### config.mk
export PLATFORM = sky130hd
export DESIGN_NAME = pipelined_control_unit
export DESIGN_NICKNAME = d
export VERILOG_FILES = /design/src/rtl/pipelined_control_unit_pkg.sv /design/src/rtl/control_decoder.sv /design/src/rtl/pipelined_control_unit.sv
export SDC_FILE = /design/constraint.sdc
export NUM_CORES = 1
export LEC_CHECK = 0
export BUFFER_PORTS_ARGS = -buffer_cell sky130_fd_sc_hd__buf_2
export CAP_MARGIN = 40
export CORE_ASPECT_RATIO = 0.8
export CORE_MARGIN = 3
export CORE_UTILIZATION = 44
export CTS_CLUSTER_DIAMETER = 40
export DETAILED_ROUTE_END_ITERATION = 8
export PLACE_DENSITY = 0.73
export RECOVER_POWER = 100
export SLEW_MARGIN = 0
export SYNTH_ARGS = -nofsm -noshare
export SYNTH_HDL_FRONTEND = slang
export SYNTH_SLANG_ARGS = --single-unit
### constraint.sdc
create_clock -name clk -period 2.4 [get_ports clk]
set_input_delay 0.24 -clock clk [delete_from_list [all_inputs] [get_ports clk]]
set_output_delay 0.24 -clock clk [all_outputs]
set_load 0.05 [all_outputs]
### src/rtl/pipelined_control_unit_pkg.sv
// ---------------------------------------------------------------------------
// pipelined_control_unit_pkg
//
// Shared definitions for the pipelined control unit of the 5-stage MIPS-DLX
// core: opcode values, control bundle widths and the bit positions of every
// named control signal inside the EX, M and WB bundles.
//
// Bundle layouts (MSB first):
//   ex : {RegDst, ALUSrc, ALUOp[1:0]}
//   m  : {MemRead, MemWrite, Branch, BOP}
//   wb : {RegWrite, WbSelAlu}
// ---------------------------------------------------------------------------
package pipelined_control_unit_pkg;

    // Opcodes recognised by the decoder (6-bit MIPS primary opcode field).
    typedef enum logic [5:0] {
        OP_RTYPE = 6'b000000,
        OP_BEQ   = 6'b000100,
        OP_BNE   = 6'b000101,
        OP_ADDI  = 6'b001000,
        OP_LW    = 6'b100011,
        OP_SW    = 6'b101011
    } opcode_e;

    // Bundle widths.
    localparam int EX_W = 4;
    localparam int M_W  = 4;
    localparam int WB_W = 2;

    // EX bundle bit positions.
    localparam int EX_REGDST   = 3;
    localparam int EX_ALUSRC   = 2;
    localparam int EX_ALUOP_LO = 0;

    // ALUOp encodings carried in the EX bundle.
    localparam logic [1:0] ALUOP_ADD    = 2'b00;
    localparam logic [1:0] ALUOP_BRANCH = 2'b01;
    localparam logic [1:0] ALUOP_RTYPE  = 2'b10;

    // M bundle bit positions.
    localparam int M_MEMREAD  = 3;
    localparam int M_MEMWRITE = 2;
    localparam int M_BRANCH   = 1;
    localparam int M_BOP      = 0;

    // WB bundle bit positions.
    localparam int WB_REGWRITE = 1;
    localparam int WB_WBSEL    = 0;

endpackage

### src/rtl/control_decoder.sv
// ---------------------------------------------------------------------------
// control_decoder
//
// Purely combinational decode of the ID-stage opcode into the EX, M and WB
// control bundles, plus a flag telling the hazard logic whether the
// instruction actually reads its rt field.
//
// Parameters:
//   OPC_W       opcode width
//   SUPPORT_IMM 1 = decode ADDI, 0 = treat ADDI as a NOP
//
// Ports:
//   opcode   in   OPC_W  opcode in ID
//   valid    in   1      IF/ID holds a real instruction
//   ex       out  4      {RegDst, ALUSrc, ALUOp[1:0]}
//   m        out  4      {MemRead, MemWrite, Branch, BOP}
//   wb       out  2      {RegWrite, WbSelAlu}
//   uses_rt  out  1      instruction sources rt (R-type, SW, BEQ, BNE)
// ---------------------------------------------------------------------------
module control_decoder
    import pipelined_control_unit_pkg::*;
#(
    parameter int OPC_W       = 6,
    parameter int SUPPORT_IMM = 1
) (
    input  logic [OPC_W-1:0] opcode,
    input  logic             valid,
    output logic [3:0]       ex,
    output logic [3:0]       m,
    output logic [1:0]       wb,
    output logic             uses_rt
);

    // Opcode decode. Every output starts at zero so unknown opcodes and
    // bubbles (valid low) become a clean NOP with no X bits; each case arm
    // then raises only the control bits its instruction needs.
    always_comb begin
        ex      = '0;
        m       = '0;
        wb      = '0;
        uses_rt = 1'b0;
        if (valid) begin
            case (opcode)
                OPC_W'(OP_LW): begin
                    ex[EX_ALUSRC]    = 1'b1;
                    m[M_MEMREAD]     = 1'b1;
                    wb[WB_REGWRITE]  = 1'b1;
                end
                OPC_W'(OP_SW): begin
                    ex[EX_ALUSRC]    = 1'b1;
                    m[M_MEMWRITE]    = 1'b1;
                    uses_rt          = 1'b1;
                end
                OPC_W'(OP_BEQ): begin
                    ex[EX_ALUOP_LO +: 2] = ALUOP_BRANCH;
                    m[M_BRANCH]          = 1'b1;
                    m[M_BOP]             = 1'b1;
                    uses_rt              = 1'b1;
                end
                OPC_W'(OP_BNE): begin
                    ex[EX_ALUOP_LO +: 2] = ALUOP_BRANCH;
                    m[M_BRANCH]          = 1'b1;
                    uses_rt              = 1'b1;
                end
                OPC_W'(OP_RTYPE): begin
                    ex[EX_REGDST]        = 1'b1;
                    ex[EX_ALUOP_LO +: 2] = ALUOP_RTYPE;
                    wb[WB_REGWRITE]      = 1'b1;
                    wb[WB_WBSEL]         = 1'b1;
                    uses_rt              = 1'b1;
                end
                OPC_W'(OP_ADDI): begin
                    if (SUPPORT_IMM != 0) begin
                        ex[EX_ALUSRC]        = 1'b1;
                        ex[EX_ALUOP_LO +: 2] = ALUOP_ADD;
                        wb[WB_REGWRITE]      = 1'b1;
                        wb[WB_WBSEL]         = 1'b1;
                    end
                end
                default: begin
                end
            endcase
        end
    end

endmodule

### src/rtl/pipelined_control_unit.sv
// ---------------------------------------------------------------------------
// pipelined_control_unit
//
// Decodes the ID-stage opcode and carries the resulting control bundles
// through the ID/EX, EX/MEM and MEM/WB registers. Detects load-use hazards
// (stall + bubble), resolves BEQ/BNE in MEM (flush + PC select), and keeps
// saturating stall and flush counters.
//
// Parameters:
//   OPC_W, REG_W   opcode / register address widths
//   SUPPORT_IMM    1 = ADDI decoded, 0 = ADDI is a NOP
//   CNT_W          width of the event counters
//
// Ports:
//   clk, rst        clock, synchronous active-high reset
//   if_id_valid     IF/ID holds a real instruction
//   opcode_id       opcode in ID
//   rs_id, rt_id    source register fields in ID
//   zero_mem        ALU zero flag registered in EX/MEM
//   ex_control      ID/EX bundle {RegDst, ALUSrc, ALUOp[1:0]}
//   m_control_mem   EX/MEM bundle {MemRead, MemWrite, Branch, BOP}
//   wb_control_wb   MEM/WB bundle {RegWrite, WbSelAlu}
//   stall           hold PC and IF/ID this cycle
//   flush_if_id     clear IF/ID at the next edge
//   pc_src          select the branch target
//   stall_count     saturating count of stall cycles
//   flush_count     saturating count of taken branches
// ---------------------------------------------------------------------------
module pipelined_control_unit
    import pipelined_control_unit_pkg::*;
#(
    parameter int OPC_W       = 6,
    parameter int REG_W       = 5,
    parameter int SUPPORT_IMM = 1,
    parameter int CNT_W       = 16
) (
    input  logic             clk,
    input  logic             rst,
    input  logic             if_id_valid,
    input  logic [OPC_W-1:0] opcode_id,
    input  logic [REG_W-1:0] rs_id,
    input  logic [REG_W-1:0] rt_id,
    input  logic             zero_mem,
    output logic [3:0]       ex_control,
    output logic [3:0]       m_control_mem,
    output logic [1:0]       wb_control_wb,
    output logic             stall,
    output logic             flush_if_id,
    output logic             pc_src,
    output logic [CNT_W-1:0] stall_count,
    output logic [CNT_W-1:0] flush_count
);

    localparam logic [CNT_W-1:0] CNT_MAX = {CNT_W{1'b1}};

    // Decoded ID-stage bundles.
    logic [EX_W-1:0]  dec_ex;
    logic [M_W-1:0]   dec_m;
    logic [WB_W-1:0]  dec_wb;
    logic             dec_uses_rt;

    // ID/EX register.
    logic [EX_W-1:0]  id_ex_ex;
    logic [M_W-1:0]   id_ex_m;
    logic [WB_W-1:0]  id_ex_wb;
    logic [REG_W-1:0] rt_ex;

    // EX/MEM register.
    logic [M_W-1:0]   ex_mem_m;
    logic [WB_W-1:0]  ex_mem_wb;

    // MEM/WB register.
    logic [WB_W-1:0]  mem_wb_wb;

    logic             load_use;
    logic             branch_taken;

    control_decoder #(
        .OPC_W       (OPC_W),
        .SUPPORT_IMM (SUPPORT_IMM)
    ) u_decoder (
        .opcode  (opcode_id),
        .valid   (if_id_valid),
        .ex      (dec_ex),
        .m       (dec_m),
        .wb      (dec_wb),
        .uses_rt (dec_uses_rt)
    );

    // Hazard and branch resolution. A branch in MEM is taken when the zero
    // flag matches BOP (BEQ wants zero, BNE wants non-zero). A load in EX
    // whose destination feeds the ID instruction needs one bubble; r0 is
    // hard-wired so it never creates a dependency, and rt only matters for
    // instructions that actually read it. A taken branch throws away the
    // ID instruction anyway, so it suppresses the stall.
    always_comb begin
        branch_taken = ex_mem_m[M_BRANCH] & (zero_mem == ex_mem_m[M_BOP]);
        load_use     = id_ex_m[M_MEMREAD] & if_id_valid & (rt_ex != '0) &
                       ((rt_ex == rs_id) | (dec_uses_rt & (rt_ex == rt_id)));
        pc_src       = branch_taken;
        flush_if_id  = branch_taken;
        stall        = load_use & ~branch_taken;
    end

    // Pipeline registers. A taken branch squashes the two younger
    // instructions sitting in ID/EX and EX/MEM; MEM/WB still advances since
    // the branch itself carries an all-zero WB bundle. A load-use stall
    // inserts a bubble into ID/EX only, letting the load move on so the
    // stall resolves after exactly one cycle.
    always_ff @(posedge clk) begin
        if (rst) begin
            id_ex_ex  <= '0;
            id_ex_m   <= '0;
            id_ex_wb  <= '0;
            rt_ex     <= '0;
            ex_mem_m  <= '0;
            ex_mem_wb <= '0;
            mem_wb_wb <= '0;
        end else begin
            if (branch_taken) begin
                id_ex_ex  <= '0;
                id_ex_m   <= '0;
                id_ex_wb  <= '0;
                rt_ex     <= '0;
                ex_mem_m  <= '0;
                ex_mem_wb <= '0;
            end else if (load_use) begin
                id_ex_ex  <= '0;
                id_ex_m   <= '0;
                id_ex_wb  <= '0;
                rt_ex     <= '0;
                ex_mem_m  <= id_ex_m;
                ex_mem_wb <= id_ex_wb;
            end else begin
                id_ex_ex  <= dec_ex;
                id_ex_m   <= dec_m;
                id_ex_wb  <= dec_wb;
                rt_ex     <= rt_id;
                ex_mem_m  <= id_ex_m;
                ex_mem_wb <= id_ex_wb;
            end
            mem_wb_wb <= ex_mem_wb;
        end
    end

    // Performance counters. Each one holds at its maximum instead of
    // wrapping so a long run never reports a misleadingly small count.
    // Only real stalls are counted; a load-use masked by a taken branch
    // shows up as a flush alone.
    always_ff @(posedge clk) begin
        if (rst) begin
            stall_count <= '0;
            flush_count <= '0;
        end else begin
            if (stall && (stall_count != CNT_MAX)) begin
                stall_count <= stall_count + CNT_W'(1);
            end
            if (branch_taken && (flush_count != CNT_MAX)) begin
                flush_count <= flush_count + CNT_W'(1);
            end
        end
    end

    // Bundle outputs come straight from the stage registers they belong to.
    always_comb begin
        ex_control    = id_ex_ex;
        m_control_mem = ex_mem_m;
        wb_control_wb = mem_wb_wb;
    end

endmodule

==> run summary <==
The run finished, with violations left. The final reports fail on max-capacitance violations, max-slew violations. The height of the die came out at 74.1 um. The count of different cell masters after synthesis is 48. The die is 91.1 um wide. The critical path startpoint category is a flip-flop. The post-route netlist has 15.4% of its cells at a drive strength greater than 1.

The half-perimeter wire length of the detailed placement result came out at 3920 um. The per-instance average area after synthesis is 9.34 sq um. The number of hold violations in the final report came out at 0. The mean routed wirelength per cell is 12.4 um.

The initial antenna violation count was 0. The number of instances in the synthesized netlist came out at 273. The count of port buffers added during placement came out at 64. The max-slew violation count is 47.

The worst-case clock buffer depth is 2. The number of optimization iterations in the first detailed-route pass came out at 4. The number of DRC violations after detailed routing is 0. In this run the critical register-to-register path is captured at stall_count[9]$_SDFFE_PP0P_. The biggest area contributor in the post-synthesis netlist is sky130_fd_sc_hd__dfxtp_1.

Clock tree synthesis selected as its root buffer the cell sky130_fd_sc_hd__clkbuf_8. For the worst setup path, the data arrival time is 1.91 ns. Relative to the synthesized area, the layout overhead comes to 18.8%. After floorplanning, the core was sized to cover 5530 sq um. In this run the worst path has a maximum fanout of 9. The total congestion overflow after global routing is 0. Setup repair after global routing left no endpoint under its margin.

The via count of the first global-routing pass is 1990. The synthesized netlist net count is 295. The critical path is of the reg2out type.

The worst slack after detailed placement came out at 0.284 ns. The power per cell area came out at 540 nW/um^2. The total via count in the routed design came out at 2114.

The number of cells on the worst hold path is 2. Sorting the synthesized cells by area gives the leading types as sky130_fd_sc_hd__dfxtp_1 43%, sky130_fd_sc_hd__xor2_1 5.2%, sky130_fd_sc_hd__nor2_1 4.9%, sky130_fd_sc_hd__nand3_1 4.3%, sky130_fd_sc_hd__nor2b_1 3.9%. The peak supply drop came out at 0.358 mV. The worst path setup slack after routing came out at 0.253 ns.

In this run the tightest slew margin relative to its limit is -25.3%. The number of I/O pins came out at 65. The number of cells traversed by the worst register-to-register path came out at 7. The top cell types in the final layout, fill and taps aside, are 54 x sky130_fd_sc_hd__dfxtp_1, 48 x sky130_fd_sc_hd__clkbuf_1, 33 x sky130_fd_sc_hd__nor2_1, 22 x sky130_fd_sc_hd__nand3_1, 18 x sky130_fd_sc_hd__buf_2. The hold buffer count at CTS came out at 0. Row generation in the floorplan step produced 24 rows. The count of synthesis-stage warnings from yosys is 0. The highest attainable clock frequency is 466 MHz.

The total CTS buffers is 5. The fill cell instance count of the final layout came out at 545. The largest net degree at the start of global routing came out at 47. The first routing iteration left 63 violations. The ratio of final minimum period to clock period is 89.5%.

The sum of routed wire length over all layers came out at 5250 um. After synthesis the netlist holds a flip-flop and latch count of 55. For hold timing, the worst endpoint is id_ex_m[0]$_SDFF_PP0_. The final layout contains 365 nets. The number of H-tree branching levels came out at 2. The area share of the largest cell type after synthesis came out at 43.2%.

Across the routed clock network, the largest skew measured is 0.0111 ns. Leaving out fill and tap cells, the most frequent cell in the layout is sky130_fd_sc_hd__dfxtp_1. In this run the critical register-to-register path is launched from stall_count[0]$_SDFFE_PP0P_. The required arrival time at the worst endpoint is 2.16 ns. The die outline area came out at 6750 sq um. The origin of the worst min-delay path is opcode_id[0]. The tree built by TritonCTS fans out to 55 sinks. At the end of routability-driven placement, the weighted congestion stood at 0.805. The commonest register cell after synthesis is sky130_fd_sc_hd__dfxtp_1. The diode insertion count for antenna repair is 0. In the synthesized netlist the async set-or-reset flop fraction comes to 0%. The detail-routed via count per cell is 5.01. After layout, the design draws a total of 0.00164 W. The synthesized netlist occupies a cell area of 2550 sq um.

The CTS tree is built. The setup slack of the most critical reg-to-reg path is 0.32 ns. The count of maximum capacitance violations came out at 1. The worst hold path belongs to the class in2reg. After routing, the total negative slack on setup checks comes to 0 ns.

The post-route minimum period came out at 2.15 ns. The worst-margin pin slew came out at 1.88 ns. The first-pass GRT wire length is 8910 um. The sequential cell area fraction in the yosys report came out at 43.2%. The overall track demand over capacity in global routing came out at 15.9%. Counting flops with a built-in enable in the synthesized netlist gives 0. The antenna violation net count after detailed routing is 0. The leakage component of the power came out at 1.17 nW. The clock-pin slew of the registers on the worst-case setup and hold paths is 0.09 ns. The setup violation total in the final timing report came out at 0.

The final hold slack came out at 0.137 ns. Once the floorplan was initialized, standard cells occupied 46.2% of the core. The later pin in the worst-skew pair is clocked with a latency of 0.30 ns. The category of the worst setup path capture point is an output port.
cell usage after synthesis, types with 3 or more instances:
master                      n
sky130_fd_sc_hd__nand4_1    6
sky130_fd_sc_hd__or3_1      5
sky130_fd_sc_hd__nor3_1     3
sky130_fd_sc_hd__xnor2_1    7
sky130_fd_sc_hd__and4_1     6
sky130_fd_sc_hd__nand2_1   10
sky130_fd_sc_hd__nand3_1   22
sky130_fd_sc_hd__inv_1      5
sky130_fd_sc_hd__mux2_2     7
sky130_fd_sc_hd__a21oi_1    9
sky130_fd_sc_hd__nand3_2    3
sky130_fd_sc_hd__mux2_1     3
sky130_fd_sc_hd__nor2_1    33
sky130_fd_sc_hd__and2_1    13
sky130_fd_sc_hd__nand2b_1   4
sky130_fd_sc_hd__nor2b_1   16
sky130_fd_sc_hd__and3_1     8
sky130_fd_sc_hd__dfxtp_1   55
sky130_fd_sc_hd__clkbuf_1   6
sky130_fd_sc_hd__xor2_1    15
sky130_fd_sc_hd__o21ai_0    3
per-layer routing:
metal,global-route usage (%),share of wire (%)
met4,3.51,0.55
met2,26.8,45
met5,0,0
met3,3.54,4.5
met1,21.1,50
per-stage QoR:
stage | cells | utilization (%) | instance area [sq um]
3_5_place_dp | 410 | 53.5 | 2960
4_1_cts | 418 | 55.6 | 3070
5_1_grt | 422 | 54.8 | 3030
6_report | 422 | 54.8 | 3030
2_1_floorplan | 273 | - | 2550
3_3_place_gp | 410 | 53.5 | 2960
how the worst max path moves through the flow:
stage	startpoint	to	slack, ns	cells past startpoint
3_5_place_dp	opcode_id[1]	stall_count[6]$_SDFFE_PP0P_	0.28	8
4_1_cts	rt_ex[3]$_SDFF_PP0_	stall	0.07	5
6_report	rt_ex[3]$_SDFF_PP0_	stall	0.25	5
5_1_grt	stall_count[0]$_SDFFE_PP0P_	stall_count[14]$_SDFFE_PP0P_	0.16	6
2_1_floorplan	stall_count[2]$_SDFFE_PP0P_	stall_count[9]$_SDFFE_PP0P_	0.09	7
3_3_place_gp	opcode_id[1]	stall_count[6]$_SDFFE_PP0P_	0.31	8
state kept, by name (all words and copies together) (netlist names):
register / count
ex_mem_wb: 2
id_ex_m: 4
flush_count: 16
m_control_mem: 4
id_ex_wb: 2
stall_count: 16
rt_ex: 5
ex_control: 4
wb_control_wb: 2
where the power goes:
group	internal [W]	total, W	switching [W]
sequential	0.000918	0.000923	0.00000562
clock	0.000338	0.000628	0.000290
combinational	0.0000350	0.0000842	0.0000492
critical path, stage by stage (launching register included):
cell and delay, ns:
sky130_fd_sc_hd__dfxtp_1 0.36, sky130_fd_sc_hd__xor2_1 0.18, sky130_fd_sc_hd__nor4_2 0.33, sky130_fd_sc_hd__nand3_2 0.15, sky130_fd_sc_hd__a21oi_4 0.27, sky130_fd_sc_hd__clkbuf_2 0.33
area by class of cell:
type                    count  area (sq um)  share of cell area (%)
multi-input cells         203          1370                    45.3
flip-flops and latches     55          1100                    36.4
repair buffers             73           320                    10.6
well taps                  78          97.6                    3.22
clock buffers               6          82.6                    2.73
clock inverters             2          35.0                    1.16
inverters                   5          18.8                   0.620
cells by family after synthesis:
logic type	share of synthesized area [%]
multiplexers	4.81
buffers and inverters	2.75
flip-flops	43.2
XOR/XNOR	7.56
AO/OA/AOI/OAI	8.98
adder cells (fa/ha/maj)	0.981
AND/OR/NAND/NOR	31.7
timing repair:
item	CTS	global route
setup buffers	0	4
resized for setup	0	0
endpoints found under the setup margin	0	1
Power figures use the tool's default switching activity.
